==> config.mk <==
export PLATFORM = sky130hd
export DESIGN_NAME = intr_aggregator
export DESIGN_NICKNAME = d
export VERILOG_FILES = /design/src/rtl/intr_aggregator.sv
export SDC_FILE = /design/constraint.sdc
export NUM_CORES = 1
export LEC_CHECK = 0
export ABC_AREA = 1
export ABC_CLOCK_PERIOD_IN_PS = 2000
export BUFFER_PORTS_ARGS = -buffer_cell sky130_fd_sc_hd__buf_2
export CAP_MARGIN = 20
export CORE_MARGIN = 8
export CORE_UTILIZATION = 55
export CTS_CLUSTER_DIAMETER = 200
export DETAILED_ROUTE_END_ITERATION = 16
export PLACE_DENSITY = 0.95
export SETUP_SLACK_MARGIN = 0.5
export SYNTH_ARGS = -nofsm -noshare
export SYNTH_HDL_FRONTEND = slang
export SYNTH_SLANG_ARGS = --single-unit
==> constraint.sdc <==
create_clock -name clk -period 2 [get_ports clk]
set_input_delay 0.2 -clock clk [delete_from_list [all_inputs] [get_ports clk]]
set_output_delay 0.2 -clock clk [all_outputs]
set_load 0.02 [all_outputs]
==> src/rtl/intr_aggregator.sv <==
// Purpose : latches interrupt source edges into a W1C status register and drives one interrupt line (level or pulse).
// Latency : raw_stat updates 1 cycle after a source edge; intr follows intr_stat by 1 cycle (level) or starts 1 cycle later (pulse).
// Backpr. : none; events that arrive during an active pulse collapse into a single queued follow-up pulse.
//
// Ports:
//   clk, rst      clock and asynchronous active-high reset
//   src           level sources, a rising edge is an event
//   msk           1 = masked (except the NON_MASKABLE bits)
//   clr           write-1-to-clear strobe for raw_stat
//   init          clears the raw_stat bits selected by INIT_CLR
//   trig_type     0 = level interrupt, 1 = pulse interrupt
//   pulse_width   pulse length in cycles (0 behaves as 1)
//   raw_stat      latched raw status
//   intr_stat     raw_stat after masking (combinational)
//   intr          interrupt line
//   busy          pulse sequencer active
module intr_aggregator #(
  parameter int                  INTR_NUM            = 8,
  parameter int                  PULSE_WIDTH_BW      = 8,
  parameter int                  PULSE_WIDTH_DEFAULT = 10,
  parameter logic [INTR_NUM-1:0] NON_MASKABLE        = '0,
  parameter logic [INTR_NUM-1:0] INIT_CLR            = '1
) (
  input  logic                      clk,
  input  logic                      rst,
  input  logic [INTR_NUM-1:0]       src,
  input  logic [INTR_NUM-1:0]       msk,
  input  logic [INTR_NUM-1:0]       clr,
  input  logic                      init,
  input  logic                      trig_type,
  input  logic [PULSE_WIDTH_BW-1:0] pulse_width,
  output logic [INTR_NUM-1:0]       raw_stat,
  output logic [INTR_NUM-1:0]       intr_stat,
  output logic                      intr,
  output logic                      busy
);

  // Parameter sanity checks, evaluated at elaboration only.
  if (INTR_NUM < 1 || INTR_NUM > 32) begin : g_bad_intr_num
    $error("intr_aggregator: INTR_NUM must be in 1..32");
  end
  if (PULSE_WIDTH_DEFAULT < 1 || PULSE_WIDTH_DEFAULT > (2**PULSE_WIDTH_BW) - 1) begin : g_bad_default
    $error("intr_aggregator: PULSE_WIDTH_DEFAULT must fit in PULSE_WIDTH_BW bits and be nonzero");
  end

  typedef enum logic [1:0] {
    S_IDLE  = 2'd0,
    S_PULSE = 2'd1,
    S_GAP   = 2'd2
  } state_t;

  localparam logic [PULSE_WIDTH_BW-1:0] CNT_ONE = {{(PULSE_WIDTH_BW-1){1'b0}}, 1'b1};

  logic [INTR_NUM-1:0]       r_src_d;
  logic                      r_armed;
  logic [INTR_NUM-1:0]       r_raw;
  logic [INTR_NUM-1:0]       r_intr_stat_d;
  state_t                    r_state;
  logic [PULSE_WIDTH_BW-1:0] r_cnt;
  logic                      r_pending;
  logic                      r_intr;

  logic [INTR_NUM-1:0]       w_event;
  logic [INTR_NUM-1:0]       w_clr;
  logic [INTR_NUM-1:0]       w_intr_stat;
  logic                      w_new_any;
  logic [PULSE_WIDTH_BW-1:0] w_width;
  state_t                    w_state_nxt;
  logic [PULSE_WIDTH_BW-1:0] w_cnt_nxt;
  logic                      w_pending_nxt;
  logic                      w_intr_nxt;

  // r_armed stays low for the first cycle after reset so that a source
  // already high at release is only absorbed into r_src_d, not reported.
  assign w_event     = src & ~r_src_d & {INTR_NUM{r_armed}};
  assign w_clr       = clr | ({INTR_NUM{init}} & INIT_CLR);
  assign w_intr_stat = r_raw & (~msk | NON_MASKABLE);
  // Unmasking an already-set bit also shows up here as a rising bit.
  assign w_new_any   = |(w_intr_stat & ~r_intr_stat_d);
  assign w_width     = (pulse_width == '0) ? CNT_ONE : pulse_width;

  always_ff @(posedge clk or posedge rst) begin
    if (rst) begin
      r_src_d       <= '0;
      r_armed       <= 1'b0;
      r_raw         <= '0;
      r_intr_stat_d <= '0;
    end else begin
      r_src_d       <= src;
      r_armed       <= 1'b1;
      // Set is applied after clear so a same-cycle event wins.
      r_raw         <= (r_raw & ~w_clr) | w_event;
      r_intr_stat_d <= w_intr_stat;
    end
  end

  always_ff @(posedge clk or posedge rst) begin
    if (rst) begin
      r_state   <= S_IDLE;
      r_cnt     <= '0;
      r_pending <= 1'b0;
      r_intr    <= 1'b0;
    end else begin
      r_state   <= w_state_nxt;
      r_cnt     <= w_cnt_nxt;
      r_pending <= w_pending_nxt;
      r_intr    <= w_intr_nxt;
    end
  end

  always_comb begin
    w_state_nxt   = r_state;
    w_cnt_nxt     = r_cnt;
    w_pending_nxt = r_pending;
    case (r_state)
      S_IDLE: begin
        // trig_type is only consulted here, so a running sequence
        // finishes in pulse mode even if software flips the mode.
        if (trig_type && w_new_any) begin
          w_state_nxt   = S_PULSE;
          w_cnt_nxt     = w_width;
          w_pending_nxt = 1'b0;
        end
      end
      S_PULSE: begin
        w_pending_nxt = r_pending | w_new_any;
        if (r_cnt <= CNT_ONE) begin
          w_state_nxt = w_pending_nxt ? S_GAP : S_IDLE;
        end else begin
          w_cnt_nxt = r_cnt - CNT_ONE;
        end
      end
      S_GAP: begin
        // Anything arriving during the gap is covered by this pulse.
        w_state_nxt   = S_PULSE;
        w_cnt_nxt     = w_width;
        w_pending_nxt = 1'b0;
      end
      default: begin
        w_state_nxt   = S_IDLE;
        w_pending_nxt = 1'b0;
      end
    endcase
  end

  // intr is registered in both modes; in level mode it is the OR of
  // intr_stat delayed by one cycle.
  always_comb begin
    w_intr_nxt = 1'b0;
    if (w_state_nxt == S_PULSE) begin
      w_intr_nxt = 1'b1;
    end else if (w_state_nxt == S_IDLE && !trig_type) begin
      w_intr_nxt = |w_intr_stat;
    end
  end

  assign raw_stat  = r_raw;
  assign intr_stat = w_intr_stat;
  assign intr      = r_intr;
  assign busy      = (r_state != S_IDLE);

endmodule

; ---- Yosys cells after proc, flatten, opt, wreduce, memory -nomap -nowiden
; Cells that the tools add are included.
[word_totals]
regBits = 37
in_bits = 36
output_inout_bits = 18
elab_cells = 50
[op_classes]
n_addsub = 1
n_lt_le_gt_ge = 1
eq_ne = 5
mux = 12
n_bitwise = 12
n_reduce_logical = 11
[ops]
columns = op, n
row1 = bitwise AND 8 bit, 5
row2 = NOT 8 bit, 4
row3 = two-way mux 8 bit, 3
row4 = one-hot mux 8 bit (3 select lines), 1
row5 = bitwise OR 8 bit, 2
row6 = OR reduction 8 bit, 2
row7 = "less-or-equal comparator 8 x 1 -> 1 bit, second input constant", 1
row8 = zero test 8 bit, 1
row9 = "subtractor 8 x 1 -> 8 bit, second input constant", 1
row10 = two-way mux 2 bit, 3
row11 = one-hot mux 2 bit (3 select lines), 1
row12 = "equality test 2 x 1 -> 1 bit, second input constant", 2
row13 = zero test 2 bit, 2
row14 = "!= test 2 bit, second input constant", 2
row15 = two-way mux 1 bit, 3
row16 = AND reduction 3 bit, 1
row17 = nonzero test 3 bit, 1
row18 = "equality test 2 bit, second input constant", 1
row19 = logical AND 1 bit, 2
row20 = one-hot mux 1 bit (2 select lines), 1
row21 = nonzero test 2 bit, 1
row22 = zero test 1 bit, 1
row23 = bitwise OR 1 bit, 1

; ---- Logic depth before layout (Yosys ltp)
; Gate-level depths: netlist (run 1).
[logic_depth]
word_depth = 12
mapped_depth = 10
depth_no_buf = 10

; ---- Worst setup path after synthesis (run 1)
; OpenSTA, ideal clock, no wires.
[synth_timing]
path_kind = register -> register
from = register r_cnt[0]
to = register r_cnt[5]
setup_time_ps = 117
arrival_time_ps = 1240
t_required_ps = 1883
slack_ps = 643
stages_incl_launch_ff = 9
path_buffers = 0
period_less_slack_ps = 1357
cell_sequence = dfrtp_1 inv_1 ha_1 o211ai_2 nand2_2 nand2_4 nand2_8 nand2_1 nand2_1
[synth_between]
elab_chain_len = 3
elab_cells_between_ends = 6
classes_between = 1 x add/sub / 1 x order compare / 1 x eq/ne / 2 x mux / 1 x reduce/logical
[synth_lines]
columns = item, line_no
row1 = from (decl), 59  ; logic [PULSE_WIDTH_BW-1:0] r_cnt;
row2 = from (signal assigned), 105  ; r_cnt <= w_cnt_nxt;
row3 = subtractor 8 x 1 -> 8 bit / less-or-equal comparator 8 x 1 -> 1 bit (equally long branches), "130, 127"
row4 = two-way mux 8 bit / != test 2 bit (equally long branches), -
row5 = one-hot mux 8 bit (3 select lines) / AND reduction 3 bit (equally long branches), -
; Parallel ways exist; a longest one is shown, timed or not. The select of a mux whose other input is x is not followed.
; A chain may end at the register's enable or synchronous reset.

; ---- Worst setup path after layout (run 1)
[layout_timing]
from = register r_cnt[1]
to = register r_cnt[4]
; The elaborated chain is that of the path after synthesis.

==> results.tsv, run 1 <==
metric	value	unit
routed_wl	4.403	mm
synth_nets	263	
crit_path_end_kind	flop	
fill_cells	265	
final_cells	341	
worst-setup-path-type	reg -> reg	
areaGrowthSynthToFinish	28.87	%
ant_nets	0	
grt_pass1_vias	1669	
powerDensity	1134	mW/mm2
clkTransAtPathRegs	0.12	ns
num_vias	1655	
die_w	73.53	um
n_antenna_cell	0	
dr.pass1.iters	4	
drive_gt1_share	30.51	%
critPathMaxFanout	10	
hold_viol	0	
max_freq	691.2	MHz
finalSetupViolCount	0	
initial_core_util	55.88	%
finalCriticalPeriod	1.447	ns
netlist_area	0.001820	mm2
wire_per_inst	12.91	um
synth_seq_cells	37	
maxCapViolCount	0	
dp_slack	0.5201	ns
grt_usage	17.44	%
postSynthCellCount	225	
initialDrtViolationCount	93	
fin_skew	0.01515	ns
root_buffer	clkbuf_4	
cts_tree	built	
grt_overflow	0	
port_buffers	53	
core_area	0.003258	mm2
p_leak	1.344	nW
layout_commonest_cell	nand2_1	
finalMaxSlewViolations	0	
multiInputGateArea	755.7	um2
finalPower	0.002659	W
syn_area_per_cell	8.091	um2
io_pins	54	
rsz0062_at_grt	no	
antenna_found_initial	0	
max-vdd-ir-drop	0.6211	mV
dieArea	0.005407	mm2
synth_area_leaders	dfrtp_1, nand2_1, inv_1	
clock-sinks	37	
synth_cell_types	24	
layout_setup_ws	0.5532	ns
gp_congestion	0.8358	
htreeDepth	2	
finalSetupTns	0	ns
fin_crit_sh	72.34	%
layout.nets	332	
ff_latch_area	927.1	um2
seq_area_frac_synth	50.86	%
fp.dieH	73.53	um
ys.warnings.count	0	
arrival	1.69	ns
hp-class	in -> reg	
hold_ws	0.09009	ns
worst_ep_required_time	2.25	ns
cts-buffers-inserted	5	
rows	21	
placed_cells	322	
cts.path.max_buffers	2	
final_cell_mix	nand2_1, buf_2, dfrtp_1, inv_1, nand3_1	
clk_latency	0.34	ns
outcome	finished clean	
drcViolationCount	0	
viasPerCell	4.853	
grt_max_degree	38	
grt_pass1_wl	7.265	mm
place_hpwl	3.356	mm
yosysTopAreaCellShare	50.86	%
start_kind	flop	
netlist.top_cell.by_area	dfrtp_1	
## timing repair
item                                   CTS  global route
setup endpoints to repair                0            10
resized for setup                        0             6
setup buffers                            0             1
endpoints found under the hold margin   45             0
hold buffers                             9             0
## critical path, cell delays in order, from the launching register on
cell and delay [ns]:
dfrtp_1 0.38, inv_1 0.11, ha_1 0.22, o211ai_2 0.20, nand2_2 0.11, nand2_4 0.12, nand2_8 0.10, nand2_2 0.07
nand2_1 0.05
## layout make-up
class | count | share of cell area, %
clock buffer | 6 | 2.187
clock inverter | 2 | 1.600
inverter | 39 | 6.240
multi-input combinational | 147 | 32.21
sequential | 37 | 39.52
tap | 46 | 2.453
timing repair buffer | 64 | 15.79
## cells in the mapped netlist (all sizes together)
| cell type | instances |
|---|---|
| dfrtp | 37 |
| o21bai | 1 |
| ha | 2 |
| conb | 1 |
| a21oi | 1 |
| nor2 | 22 |
| o21a | 1 |
| nand3 | 21 |
| o21ai | 17 |
| clkbuf | 2 |
| nand2 | 72 |
| nand4 | 2 |
| buf | 1 |
| nand3b | 5 |
| inv | 39 |
| o211ai | 1 |
## kinds of logic after synthesis
kind of cell,Yosys count,synth area share (%)
AO/OA/AOI/OAI,21,6.667
flip-flops,37,50.86
other,1,0.2060
AND/OR/NAND/NOR,122,31.82
buffers and inverters,42,9.072
adder cells (fa/ha/maj),2,1.374
## final timing paths
kind,from,endpoint,slack [ns],depth (start not counted)
max in group asynchronous,rst,r_state[0],1.15,4
min reg2reg,r_src_d[6],raw_stat[6],0.43,1
min,clr[1],raw_stat[1],0.09,4
max reg2reg,r_cnt[1],r_cnt[4],0.55,8
max,r_cnt[1],r_cnt[4],0.55,8
min in group asynchronous,rst,r_armed,0.48,4
## metal layers
metal  global-route usage (%)  routed length, um  vias to the layer above
met5                        0                  0                        -
met4                    7.982                119                        0
met3                    7.503                335                       11
met2                    29.63               2274                       49
met1                    18.06               1673                      760
li1                         -                  -                      835
## where the power goes
part	internal, W	leakage, nW	total [W]	switching, W
clock	0.000297	0.0445	0.000545	0.000248
sequential	0.000886	0.463	0.00103	0.000140
combinational	0.000415	0.837	0.00109	0.000674
total	0.00160	1.34	0.00266	0.00106
## state kept, by name (all words and copies together), names as in the netlist
name,cells
r_intr_stat_d,8
raw_stat,8
r_armed,1
intr,1
r_pending,1
r_cnt,8
r_state,2
r_src_d,8
## metrics by stage
stage / area, um2 / util (%)
finish: 2346 / 72.00
global route: 2346 / 72.00
CTS: 2311 / 70.93
detailed placement: 2132 / 65.44
global placement: 2132 / 65.44
floorplan: 1821 / -
(Power assumes the default switching activity.)
==> run 2: changes to the inputs <==
--- a/config.mk
+++ b/config.mk
@@ -6,14 +6,14 @@
 export NUM_CORES = 1
 export LEC_CHECK = 0
 export ABC_AREA = 1
-export ABC_CLOCK_PERIOD_IN_PS = 2000
+export ABC_CLOCK_PERIOD_IN_PS = 1200
 export BUFFER_PORTS_ARGS = -buffer_cell sky130_fd_sc_hd__buf_2
 export CAP_MARGIN = 20
 export CORE_MARGIN = 8
-export CORE_UTILIZATION = 55
+export CORE_UTILIZATION = 46
 export CTS_CLUSTER_DIAMETER = 200
 export DETAILED_ROUTE_END_ITERATION = 16
-export PLACE_DENSITY = 0.95
+export PLACE_DENSITY = 0.86
 export SETUP_SLACK_MARGIN = 0.5
 export SYNTH_ARGS = -nofsm -noshare
 export SYNTH_HDL_FRONTEND = slang
==> constraint.sdc (replaced) <==
create_clock -name clk -period 1.2 [get_ports clk]
set_input_delay 0.12 -clock clk [delete_from_list [all_inputs] [get_ports clk]]
set_output_delay 0.12 -clock clk [all_outputs]
set_load 0.02 [all_outputs]
==> results.tsv, run 2 (same netlist as run 1, synthesis figures left out) <==
metric	value	unit
rr_startpoint	r_cnt[0]	
ff2ff_path_depth	8	
gr-usage-met3	4.063	%
grt_pass1_vias	2123	
finalMaxSlewViolations	0	
outcome	finished with violations	
n_antenna_cell	0	
final_cell_mix	buf_6, buf_2, buf_4, nand2_2, nand2_1	
drive_gt1_share	59.54	%
htreeDepth	2	
core_area	0.003914	mm2
grt_pass1_wl	10.21	mm
num_vias	2089	
r2r_end	r_cnt[2]	
dr.pass1.iters	4	
hold_ws	-0.1778	ns
dieArea	0.006227	mm2
grt_usage	21.17	%
finalCriticalPeriod	1.480	ns
gr-usage-met1	21.37	%
fill_cells	215	
hold_viol	17	
gp_congestion	0.8541	
grt_overflow	0	
p_leak	1.709	nW
ff_latch_area	939.7	um2
start_kind	flop	
cts.path.max_buffers	2	
fin_crit_sh	123.3	%
layout_commonest_cell	buf_6	
layout.nets	383	
finalSetupViolCount	16	
wire_per_inst	18.74	um
max_freq	675.8	MHz
root_buffer	clkbuf_8	
powerDensity	1883	mW/mm2
clk_latency	0.29	ns
worst_ep_required_time	1.37	ns
drcViolationCount	0	
port_buffers	53	
routed_wl	7.423	mm
grt_max_degree	21	
multiInputGateArea	999.7	um2
critPathMaxFanout	6	
hp-class	in -> async	
antenna_found_initial	0	
ant_nets	0	
regToRegSetupSlack	-0.28	ns
layout_setup_ws	-0.2798	ns
worst-setup-path-type	reg -> reg	
fp.dieH	78.91	um
io_pins	54	
arrival	1.65	ns
utilization	81.62	%
dp_slack	-0.1688	ns
fin_area	0.003194	mm2
rows	23	
failed_checks	negative hold slack, negative setup slack	
crit_path_end_kind	flop	
die_w	78.91	um
cts_tree	built	
postPlaceCellArea	0.002477	mm2
viasPerCell	5.275	
grt-busiest-layer	met2	
clock-sinks	37	
use_met2	39.19	%
clkTransAtPathRegs	0.08	ns
cts-buffers-inserted	5	
initialDrtViolationCount	183	
max-vdd-ir-drop	1.318	mV
rsz0062_at_grt	yes	
place_hpwl	3.783	mm
initial_core_util	46.52	%
fin_skew	0.01021	ns
cts_hold_buffers	8	
finalSetupTns	-2.662	ns
maxCapViolCount	0	
areaGrowthSynthToFinish	75.46	%
[run 2: changes by cell type in the layout (fill, tap and decap cells not counted), sizes merged]
cell	change
buf	+50
clkbuf	+2
nand2	+2
dlygate4sd3	-1
inv	-1
bufinv	-1
[run 2: how the worst max path moves through the flow]
stage	from	end	slack (ns)	depth (start not counted)
after floorplan	r_cnt[0]	r_cnt[5]	-0.1	8
after global placement	r_cnt[0]	r_cnt[6]	-0.11	8
after detailed placement	r_cnt[0]	r_cnt[0]	-0.17	8
after CTS	r_cnt[1]	r_cnt[4]	-0.14	8
after global routing	r_cnt[0]	r_cnt[4]	-0.33	8
final	r_cnt[0]	r_cnt[2]	-0.28	8
[run 2: final cells by class]
type	count	share of cell area [%]
clock buffers	8	2.820
inverters	39	5.092
multi-input cells	149	31.30
flip-flops and latches	37	29.42
well taps	50	1.958
repair buffers	113	29.42
[run 2: routing by layer]
layer	share of wire, %	wire length, um
met1	36	2677
met2	53	3959
met3	5.3	397
met4	5.2	388
met5	0	0
[run 2: worst max-delay path, cell delays in order, from the launching register on]
cell and delay, ns:
dfrtp_1 0.40, inv_2 0.07, ha_4 0.18, o211ai_4 0.19, nand2_2 0.10, nand2_4 0.16, nand2_4 0.10, nand2_2 0.07
nand2_1 0.08
[run 2: metrics by stage]
step	hold WS [ns]	total power, W	cells
floorplan	0.07944	0.003113	225
global route	-0.1460	0.006314	396
detailed placement	0.1385	0.004035	357
global placement	0.1427	0.003950	357
finish	-0.1778	0.006015	396
CTS	-0.1699	0.005300	387
[run 2: report_power, final]
group / internal [W] / switching [W]
clock: 0.000469 / 0.000436
sequential: 0.00149 / 0.000216
combinational: 0.00149 / 0.00192
[run 2: what timing repair did]
item                                    4_1_cts  5_1_grt
cloned                                        3        0
pin swaps                                    14       17
endpoints found under the hold margin        25       17
setup buffers                                11        9
resized for setup                            77       31
endpoints found under the setup margin       46       46
==> run 3: changes to the inputs <==
--- a/config.mk
+++ b/config.mk
@@ -13,7 +13,7 @@
 export CORE_UTILIZATION = 46
 export CTS_CLUSTER_DIAMETER = 200
 export DETAILED_ROUTE_END_ITERATION = 16
-export PLACE_DENSITY = 0.86
+export PLACE_DENSITY = 0.74
 export SETUP_SLACK_MARGIN = 0.5
 export SYNTH_ARGS = -nofsm -noshare
 export SYNTH_HDL_FRONTEND = slang
==> results.tsv, run 3 (same netlist as run 1, synthesis figures left out) <==
metric	value	unit
cts_tree	built	
utilization	77.81	%
worst_ep_required_time	1.39	ns
grt_max_degree	24	
initial_core_util	46.52	%
core_area	0.003914	mm2
areaGrowthSynthToFinish	67.29	%
initialDrtViolationCount	158	
viasPerCell	4.929	
ff2ff_path_depth	8	
antenna_found_initial	0	
failed_checks	negative hold slack, negative setup slack	
final_cell_mix	nand2_1, buf_2, buf_6, dfrtp_1, nand2_2	
place_hpwl	3.617	mm
crit_path_end_kind	flop	
max-vdd-ir-drop	1.112	mV
grt_overflow	0	
fp.dieH	78.91	um
n_antenna_cell	0	
clk_latency	0.30	ns
fin_crit_sh	115.2	%
max_freq	723.2	MHz
finalSetupTns	-1.868	ns
layout.nets	369	
grt_pass1_vias	1838	
hold_ws	-0.2066	ns
cp-startpoint	r_cnt[0]	
fin_skew	0.007503	ns
placed_cells	352	
dieArea	0.006227	mm2
r2r_end	r_cnt[1]	
grt_pass1_wl	8.714	mm
dp_slack	-0.1777	ns
arrival	1.57	ns
final_cells	382	
hp-class	in -> async	
rows	23	
start_kind	flop	
clock-sinks	37	
port_buffers	53	
regToRegSetupSlack	-0.18	ns
drcViolationCount	0	
root_buffer	clkbuf_8	
wire_per_inst	15.36	um
gp_congestion	0.7926	
rsz0062_at_grt	yes	
ant_nets	0	
dr.pass1.iters	4	
cts.path.max_buffers	2	
cts-buffers-inserted	5	
clkTransAtPathRegs	0.07	ns
hold_viol	14	
rr_startpoint	r_cnt[0]	
outcome	finished with violations	
routed_wl	5.866	mm
critPathMaxFanout	6	
finalSetupViolCount	15	
cts_hold_buffers	8	
drive_gt1_share	57.23	%
die_w	78.91	um
grt_usage	17.74	%
p_leak	1.631	nW
finalCriticalPeriod	1.383	ns
worst-setup-path-type	reg -> reg	
layout_setup_ws	-0.1827	ns
htreeDepth	2	
num_vias	1883	
maxCapViolCount	0	
io_pins	54	
powerDensity	1739	mW/mm2
fill_cells	262	
finalMaxSlewViolations	0	
[run 3: changes by cell type in the layout (fill, tap and decap cells not counted), sizes merged]
cell / before / now
inv: 38 / 39
clkinv: 0 / 1
clkinvlp: 1 / 2
buf: 105 / 91
clkbuf: 8 / 5
[run 3: how the worst max path moves through the flow]
stage	to	slack, ns
5_1_grt	r_cnt[1]	-0.29
4_1_cts	r_cnt[1]	-0.15
6_report	r_cnt[1]	-0.18
3_5_place_dp	r_cnt[0]	-0.18
3_3_place_gp	r_cnt[6]	-0.12
2_1_floorplan	r_cnt[5]	-0.1
[run 3: final cells by class]
class	count	area [um2]	area share (%)
flip-flops and latches	37	939.7	30.85
multi-input cells	149	974.7	32.00
clock buffers	5	68.82	2.260
well taps	50	62.56	2.054
inverters	39	162.7	5.341
repair buffers	99	815.8	26.79
clock inverters	3	21.27	0.6984
[run 3: worst max-delay path: stages (launching register included)]
cell and delay [ns]:
dfrtp_1 0.40, inv_2 0.07, ha_4 0.17, o211ai_2 0.18, nand2_2 0.11, nand2_4 0.14
nand2_4 0.11, nand2_2 0.06, nand2_1 0.04
[run 3: per-layer routing]
| metal | vias up | wire length [um] | part of all wire [%] | GRT usage, % |
|---|---|---|---|---|
| li1 | 909 | - | - | - |
| met1 | 899 | 2264 | 39 | 19.50 |
| met2 | 66 | 3169 | 54 | 31.90 |
| met3 | 9 | 346 | 5.9 | 5.418 |
| met4 | 0 | 85 | 1.4 | 5.556 |
| met5 | - | 0 | 0 | 0 |
[run 3: power breakdown]
part           leakage (nW)  internal (W)  switching, W
Sequential            0.449       0.00148      0.000199
Clock                0.0445      0.000412      0.000488
Combinational          1.14       0.00122       0.00150
Total                  1.63       0.00311       0.00218
[run 3: per-stage QoR]
step	hold slack, ns	instance area [um2]	power, W
after floorplan	0.07944	1926	0.003113
after global placement	0.1142	2440	0.003874
after detailed placement	0.1158	2440	0.003928
after CTS	-0.2070	2854	0.005055
after global routing	-0.1911	3045	0.005664
final	-0.2066	3045	0.005297
[run 3: repair_timing]
action,in CTS,in global routing
setup buffers,2,9
gates cloned,2,1
resized for setup,60,34
pin swaps,12,14
setup endpoints to repair,46,46
hold endpoints to repair,22,14
